<file path="config.mk">
export PLATFORM = sky130hd
export DESIGN_NAME = req_rr_sched
export DESIGN_NICKNAME = d
export VERILOG_FILES = /design/src/rtl/req_rr_sched_pkg.sv /design/src/rtl/req_rr_sched_rr_pick.sv /design/src/rtl/req_rr_sched.sv
export SDC_FILE = /design/constraint.sdc
export NUM_CORES = 1
export LEC_CHECK = 0
export BUFFER_PORTS_ARGS = -buffer_cell sky130_fd_sc_hd__buf_4
export CORE_UTILIZATION = 40
export DETAILED_ROUTE_END_ITERATION = 16
export GPL_TIMING_DRIVEN = 0
export HOLD_SLACK_MARGIN = 0.05
export PLACE_DENSITY_LB_ADDON = 0.3
export SLEW_MARGIN = 20
export SYNTH_ARGS = -nofsm -noshare
export SYNTH_HDL_FRONTEND = slang
export SYNTH_SLANG_ARGS = --single-unit
</file>
<file path="constraint.sdc">
create_clock -name clk -period 4.4 [get_ports clk]
set_input_delay 0.22 -clock clk [delete_from_list [all_inputs] [get_ports clk]]
set_output_delay 0.22 -clock clk [all_outputs]
set_load 0.01 [all_outputs]
</file>
<file path="src/rtl/req_rr_sched_pkg.sv">
// Shared types and constants for the req_rr_sched arbiter slice.
package req_rr_sched_pkg;

    localparam int unsigned NUM_REQ = 8;
    localparam int unsigned IDX_W   = 3;

    typedef enum logic {
        IDLE = 1'b0,
        OWN  = 1'b1
    } state_t;

endpackage

</file>
<file path="src/rtl/req_rr_sched_rr_pick.sv">
// Combinational requester picker for req_rr_sched.
// Define RR_SCHED_PRIO_EN for fixed priority (highest index wins); default is round-robin from start.
module rr_pick
    import req_rr_sched_pkg::*;
(
    input  logic [NUM_REQ-1:0] req,
    input  logic [NUM_REQ-1:0] mask,
    input  logic [IDX_W-1:0]   start,
    output logic               found,
    output logic [IDX_W-1:0]   idx
);

    logic [NUM_REQ-1:0] cand;

    assign cand  = req & mask;
    assign found = |cand;

`ifdef RR_SCHED_PRIO_EN
    always_comb begin
        idx = '0;
        for (int unsigned i = 0; i < NUM_REQ; i++) begin
            if (cand[i]) idx = IDX_W'(i);
        end
    end
`else
    logic [2*NUM_REQ-1:0] dbl;
    logic [NUM_REQ-1:0]   rot;
    logic                 hit;

    // Rotate so that position 0 is the start index, then take the lowest set bit.
    assign dbl = {cand, cand} >> start;
    assign rot = dbl[NUM_REQ-1:0];

    always_comb begin
        idx = '0;
        hit = 1'b0;
        for (int unsigned i = 0; i < NUM_REQ; i++) begin
            if (!hit && rot[i]) begin
                hit = 1'b1;
                idx = start + IDX_W'(i);
            end
        end
    end
`endif

endmodule

</file>
<file path="src/rtl/req_rr_sched.sv">
// Dwell-based request scheduler: one owner holds the grant for DWELL_CYCLES, then re-arbitrates.
// Picker policy is selected by RR_SCHED_PRIO_EN inside rr_pick.
module req_rr_sched
    import req_rr_sched_pkg::*;
#(
    parameter int unsigned DWELL_CYCLES = 16,
    parameter int unsigned CNT_W        = 8
) (
    input  logic               clk,
    input  logic               rst,
    input  logic [NUM_REQ-1:0] req,
    input  logic               enable,
    output logic               grant_valid,
    output logic [IDX_W-1:0]   grant_idx,
    output logic [NUM_REQ-1:0] grant_onehot,
    output logic               no_req
);

    localparam logic [CNT_W-1:0] RELOAD = CNT_W'(DWELL_CYCLES - 1);

    state_t             state, state_nxt;
    logic [CNT_W-1:0]   cnt, cnt_nxt;
    logic [IDX_W-1:0]   last_owner, last_nxt;
    logic [IDX_W-1:0]   idx_nxt;
    logic               valid_nxt;
    logic [NUM_REQ-1:0] onehot_nxt;
    logic               no_req_nxt;

    logic               release_own;
    logic [NUM_REQ-1:0] pick_mask;
    logic [IDX_W-1:0]   pick_start;
    logic               pick_found;
    logic [IDX_W-1:0]   pick_idx;

    // Release takes precedence over expiry: the departing owner is masked out.
    assign release_own = (state == OWN) && !req[grant_idx];
    assign pick_mask   = release_own ? ~(NUM_REQ'(1) << grant_idx) : '1;
    assign pick_start  = last_owner + IDX_W'(1);

    rr_pick u_pick (
        .req   (req),
        .mask  (pick_mask),
        .start (pick_start),
        .found (pick_found),
        .idx   (pick_idx)
    );

    always_ff @(posedge clk or posedge rst) begin
        if (rst) begin
            state        <= IDLE;
            cnt          <= '0;
            last_owner   <= '1;
            grant_idx    <= '0;
            grant_valid  <= 1'b0;
            grant_onehot <= '0;
            no_req       <= 1'b0;
        end else begin
            state        <= state_nxt;
            cnt          <= cnt_nxt;
            last_owner   <= last_nxt;
            grant_idx    <= idx_nxt;
            grant_valid  <= valid_nxt;
            grant_onehot <= onehot_nxt;
            no_req       <= no_req_nxt;
        end
    end

    always_comb begin
        state_nxt = state;
        cnt_nxt   = cnt;
        last_nxt  = last_owner;
        idx_nxt   = grant_idx;
        if (!enable) begin
            state_nxt = IDLE;
            cnt_nxt   = '0;
        end else begin
            unique case (state)
                IDLE: begin
                    if (pick_found) begin
                        state_nxt = OWN;
                        cnt_nxt   = RELOAD;
                        last_nxt  = pick_idx;
                        idx_nxt   = pick_idx;
                    end
                end
                OWN: begin
                    if (release_own || cnt == '0) begin
                        if (pick_found) begin
                            cnt_nxt  = RELOAD;
                            last_nxt = pick_idx;
                            idx_nxt  = pick_idx;
                        end else begin
                            state_nxt = IDLE;
                            cnt_nxt   = '0;
                        end
                    end else begin
                        cnt_nxt = cnt - CNT_W'(1);
                    end
                end
                default: state_nxt = IDLE;
            endcase
        end
    end

    always_comb begin
        valid_nxt  = (state_nxt == OWN);
        onehot_nxt = valid_nxt ? (NUM_REQ'(1) << idx_nxt) : '0;
        no_req_nxt = enable & ~|req;
    end

endmodule

</file>
==> qor.txt <==
Outcome -> complete, no violations
Syn avg cell area -> 8.65 sq um
Final count of negative-setup-slack endpoints -> 0
Area fraction in compound gates after synthesis -> 22.3%
Origin of the worst setup path -> last_owner[0]$_DFFE_PP1P_
CP max-delay cell -> sky130_fd_sc_hd__a221oi_1
CP Buf/Inv Count -> 5
Startpoint of the most critical register-to-register path -> last_owner[0]$_DFFE_PP1P_
Critical path start-end classification -> flop to flop
Max Freq -> 243 MHz
Share of the clock period used by the worst path after layout -> 93.6%
Startpoint type of the worst setup path -> flop
Routed met2 length -> 2880 um
Critical path, cell by cell -> clkinv_1 > clkbuf_2 > ha_1 > buf_6 > buf_6 > nor2_1 > a221oi_1 > a22oi_1 > a211oi_1 > a31oi_1 > o311a_1 > a211oi_4 > inv_2 > nor3_1
Die width -> 77.0 um
Worst endpoint data arrival time -> 4.29 ns
Total of hold buffers inserted after clock tree synthesis -> 0
Buffers on Ports -> 18
Routability congestion estimate from global placement -> 0.909
Sequential cell area in the final layout -> 604 sq um
Crit path largest cell delay -> 0.56 ns
Commonest non-fill, non-tap cells in the layout -> 31 x sky130_fd_sc_hd__nand2_1, 21 x sky130_fd_sc_hd__dfrtp_1, 20 x sky130_fd_sc_hd__buf_4
Core area -> 5270 sq um
Dominant delay contributor by cell family on the critical path -> compound AO/OA/AOI/OAI gates
Maximum number of pins on one net before global-route repair -> 25
Post-synthesis share of cell area spent on full adders, half adders and majority gates -> 2.23%
Static leakage -> 1.13 nW
Fraction of layout cells with a size suffix above 1 -> 24.6%
Sum of routed wire length over all layers -> 6000 um
Number of DRC markers in iteration 0 -> 218
Number of unique standard cell types used by synthesis -> 60
CP dominant cell by count -> sky130_fd_sc_hd__buf_6
Mapped Cells -> 260
Final hold vios -> 0
Via density per instance -> 6.15
Number of buffers added by the clock tree synthesis step -> 3
Seq/Total Area, Yosys -> 26.9%
Overall fraction of global-route tracks in use -> 20.0%
Max-slew violation count -> 0
Initial antenna violation count -> 0
Wire length on met1 -> 2690 um
Worst setup skew after layout -> 0.00277 ns
Cell types with the largest area share after synthesis -> sky130_fd_sc_hd__dfrtp_1 23%, sky130_fd_sc_hd__mux4_2 7.0%, sky130_fd_sc_hd__mux2i_1 6.7%
Worst hold path class -> primary input to async pin
Depth of the worst register-to-register path -> 14
Top routing layer in use -> met4
Post-synth top flop -> sky130_fd_sc_hd__dfrtp_1
Number of flip-flops and latches in the synthesized netlist -> 24
Num ports -> 24
Fill cells -> 530
Clock-pin slew of the registers on the worst-case setup and hold paths -> 0.08 ns
Combinational family with the most area after synthesis -> compound AO/OA/AOI/OAI gates
Endpoint of the worst-slack reg-to-reg timing path -> grant_onehot[1]$_DFF_PP0_
Post-synthesis cell area -> 2250 sq um
Sinks on the clock net -> 24
Mux share of post-synthesis cell area -> 19.6%
Leading cell type in the layout, fill and taps excluded -> sky130_fd_sc_hd__nand2_1
Clock Tree Buf Depth -> 2
Die Outline Area -> 5930 sq um
Dpl hpwl -> 4330 um
Root Buffer -> sky130_fd_sc_hd__clkbuf_8
Post-route core utilization -> 48.8%
Residual overflow from global routing -> 0
Number of enable flip-flop cells after synthesis -> 0
Number of search-and-repair iterations in the first detailed-routing pass -> 5
Global-route wire length before repair -> 9660 um
Later-pin clock latency in the skew report -> 0.26 ns
Die boundary height -> 77.0 um
Final sum of negative setup slack -> 0 ns
Share of synthesized flip-flops with an asynchronous set or reset -> 100%
Final hold slack -> 0.148 ns
Setup slack of the critical path after layout -> 0.283 ns
Remaining antenna violation count after routing -> 0
Cell type with the highest aggregate area in the netlist -> sky130_fd_sc_hd__dfrtp_1
Minimum clock period after layout -> 4.12 ns
Area share of the leading cell type in the synthesized netlist -> 23.4%
CTS H-Tree Depth -> 1
Worst slew margin relative to its limit -> 40.9%
# Max-Cap Violations -> 0
Number of vias after detailed routing -> 2178
Total length of routed met3 wires -> 289 um
Maximum VDD drop -> 0.487 mV
Core Rows -> 26
Antenna diodes -> 0
CTS tree -> built
Initial cell density of the core -> 42.7%
Largest fanout on the critical path -> 10
Number of global-route vias before repair -> 2032
Total power per unit cell area -> 923 nW/um^2
Residual DRC count -> 0
Required time of the critical path -> 4.57 ns
Post-synthesis simple-gate area fraction -> 20.6%
Xor and xnor fraction of the mapped netlist area -> 1.89%
Yosys warning count -> 0
Pre-CTS setup slack -> 0.201 ns
Syn Nets -> 275
Combined area of the multi-input logic cells -> 1540 sq um
Final net count -> 300
Detail-routed net length per standard cell -> 17.0 um
Register-to-register path setup slack -> 0.28 ns
Critical Path Sink Type -> flop
Area overhead of the layout relative to synthesis -> 14.4%
RSZ-0062 raised after global routing -> false
Worst Tran Pin Value -> 0.886 ns
==> kinds of logic after synthesis <==
group	count (synthesis)
AND/OR/NAND/NOR	95
multiplexers	32
adder cells (fa/ha/maj)	4
XOR/XNOR	4
buffers and inverters	31
flip-flops	24
AO/OA/AOI/OAI	70
==> metrics by stage <==
step / area (sq um) / cells / power (mW)
CTS: 2530 / 352 / 2.25
finish: 2570 / 354 / 2.37
floorplan: 2250 / 260 / 1.71
detailed placement: 2470 / 348 / 2.09
global route: 2570 / 354 / 2.52
global placement: 2470 / 348 / 2.10
==> how the worst max path moves through the flow <==
stage | end | cells after the start
after CTS | grant_onehot[1]$_DFF_PP0_ | 14
final | grant_onehot[1]$_DFF_PP0_ | 14
after floorplan | grant_onehot[7]$_DFF_PP0_ | 13
after global routing | grant_onehot[1]$_DFF_PP0_ | 15
after detailed placement | grant_onehot[1]$_DFF_PP0_ | 14
after global placement | grant_onehot[4]$_DFF_PP0_ | 14
==> Yosys cell counts, types with 2 or more instances <==
cell / n
sky130_fd_sc_hd__nor4_1: 8
sky130_fd_sc_hd__inv_1: 9
sky130_fd_sc_hd__nor2b_1: 8
sky130_fd_sc_hd__dfstp_2: 3
sky130_fd_sc_hd__buf_6: 2
sky130_fd_sc_hd__or3_1: 2
sky130_fd_sc_hd__ha_1: 4
sky130_fd_sc_hd__a221oi_1: 5
sky130_fd_sc_hd__nand2_1: 31
sky130_fd_sc_hd__o21ai_1: 2
sky130_fd_sc_hd__xnor2_1: 2
sky130_fd_sc_hd__o21ai_0: 13
sky130_fd_sc_hd__nand3_1: 3
sky130_fd_sc_hd__mux2i_1: 15
sky130_fd_sc_hd__a22oi_1: 3
sky130_fd_sc_hd__a31o_2: 5
sky130_fd_sc_hd__mux2_2: 3
sky130_fd_sc_hd__nor3_1: 17
sky130_fd_sc_hd__mux4_2: 7
sky130_fd_sc_hd__inv_2: 3
sky130_fd_sc_hd__nor2_1: 15
sky130_fd_sc_hd__a21o_1: 6
sky130_fd_sc_hd__a211oi_1: 2
sky130_fd_sc_hd__clkbuf_1: 7
sky130_fd_sc_hd__o211ai_1: 2
sky130_fd_sc_hd__a21oi_1: 15
sky130_fd_sc_hd__and3_1: 3
sky130_fd_sc_hd__mux2_4: 5
sky130_fd_sc_hd__buf_2: 8
sky130_fd_sc_hd__o2111ai_1: 2
sky130_fd_sc_hd__dfrtp_1: 21
==> sequential cells by signal (all words and copies together), names as in the netlist <==
register	count
grant_idx	3
cnt	8
last_owner	3
state	1
no_req	1
grant_onehot	8
==> where the power goes <==
part           switching [mW]  internal, mW  total, mW
clock network          0.0659        0.0797      0.146
registers              0.0570         0.295      0.352
logic                    1.08         0.793       1.88
total                    1.21          1.17       2.37
==> worst reg2reg max path, delay by kind of cell, from the launching register on <==
family,cells,cell delay [ns]
and+or+nand+nor,2,0.29
buffers and inverters,5,0.97
AOI/OAI and AO/OA,6,1.88
adders and majority gates,1,0.35
DFF,1,0.55
==> timing repair <==
item                                    in CTS  in global routing
resized for setup                            0                  6
buffers inserted                             0                  1
endpoints found under the setup margin       0                  8
==> area by class of cell <==
cell class                      count  area share (%)
Buffer                             18            3.80
Clock buffer                        4            2.14
Inverter                           13            1.90
Multi-Input combinational cell    206            59.7
Sequential cell                    24            23.5
Tap cell                           70            3.41
Timing Repair Buffer               19            5.55
==> routing by layer <==
metal	global-route usage, %	up-vias
met5	0	-
met4	4.91	0
met3	2.14	16
met2	34.9	88
met1	26.4	1053
li1	-	1021
Power figures use the tool's default switching activity.
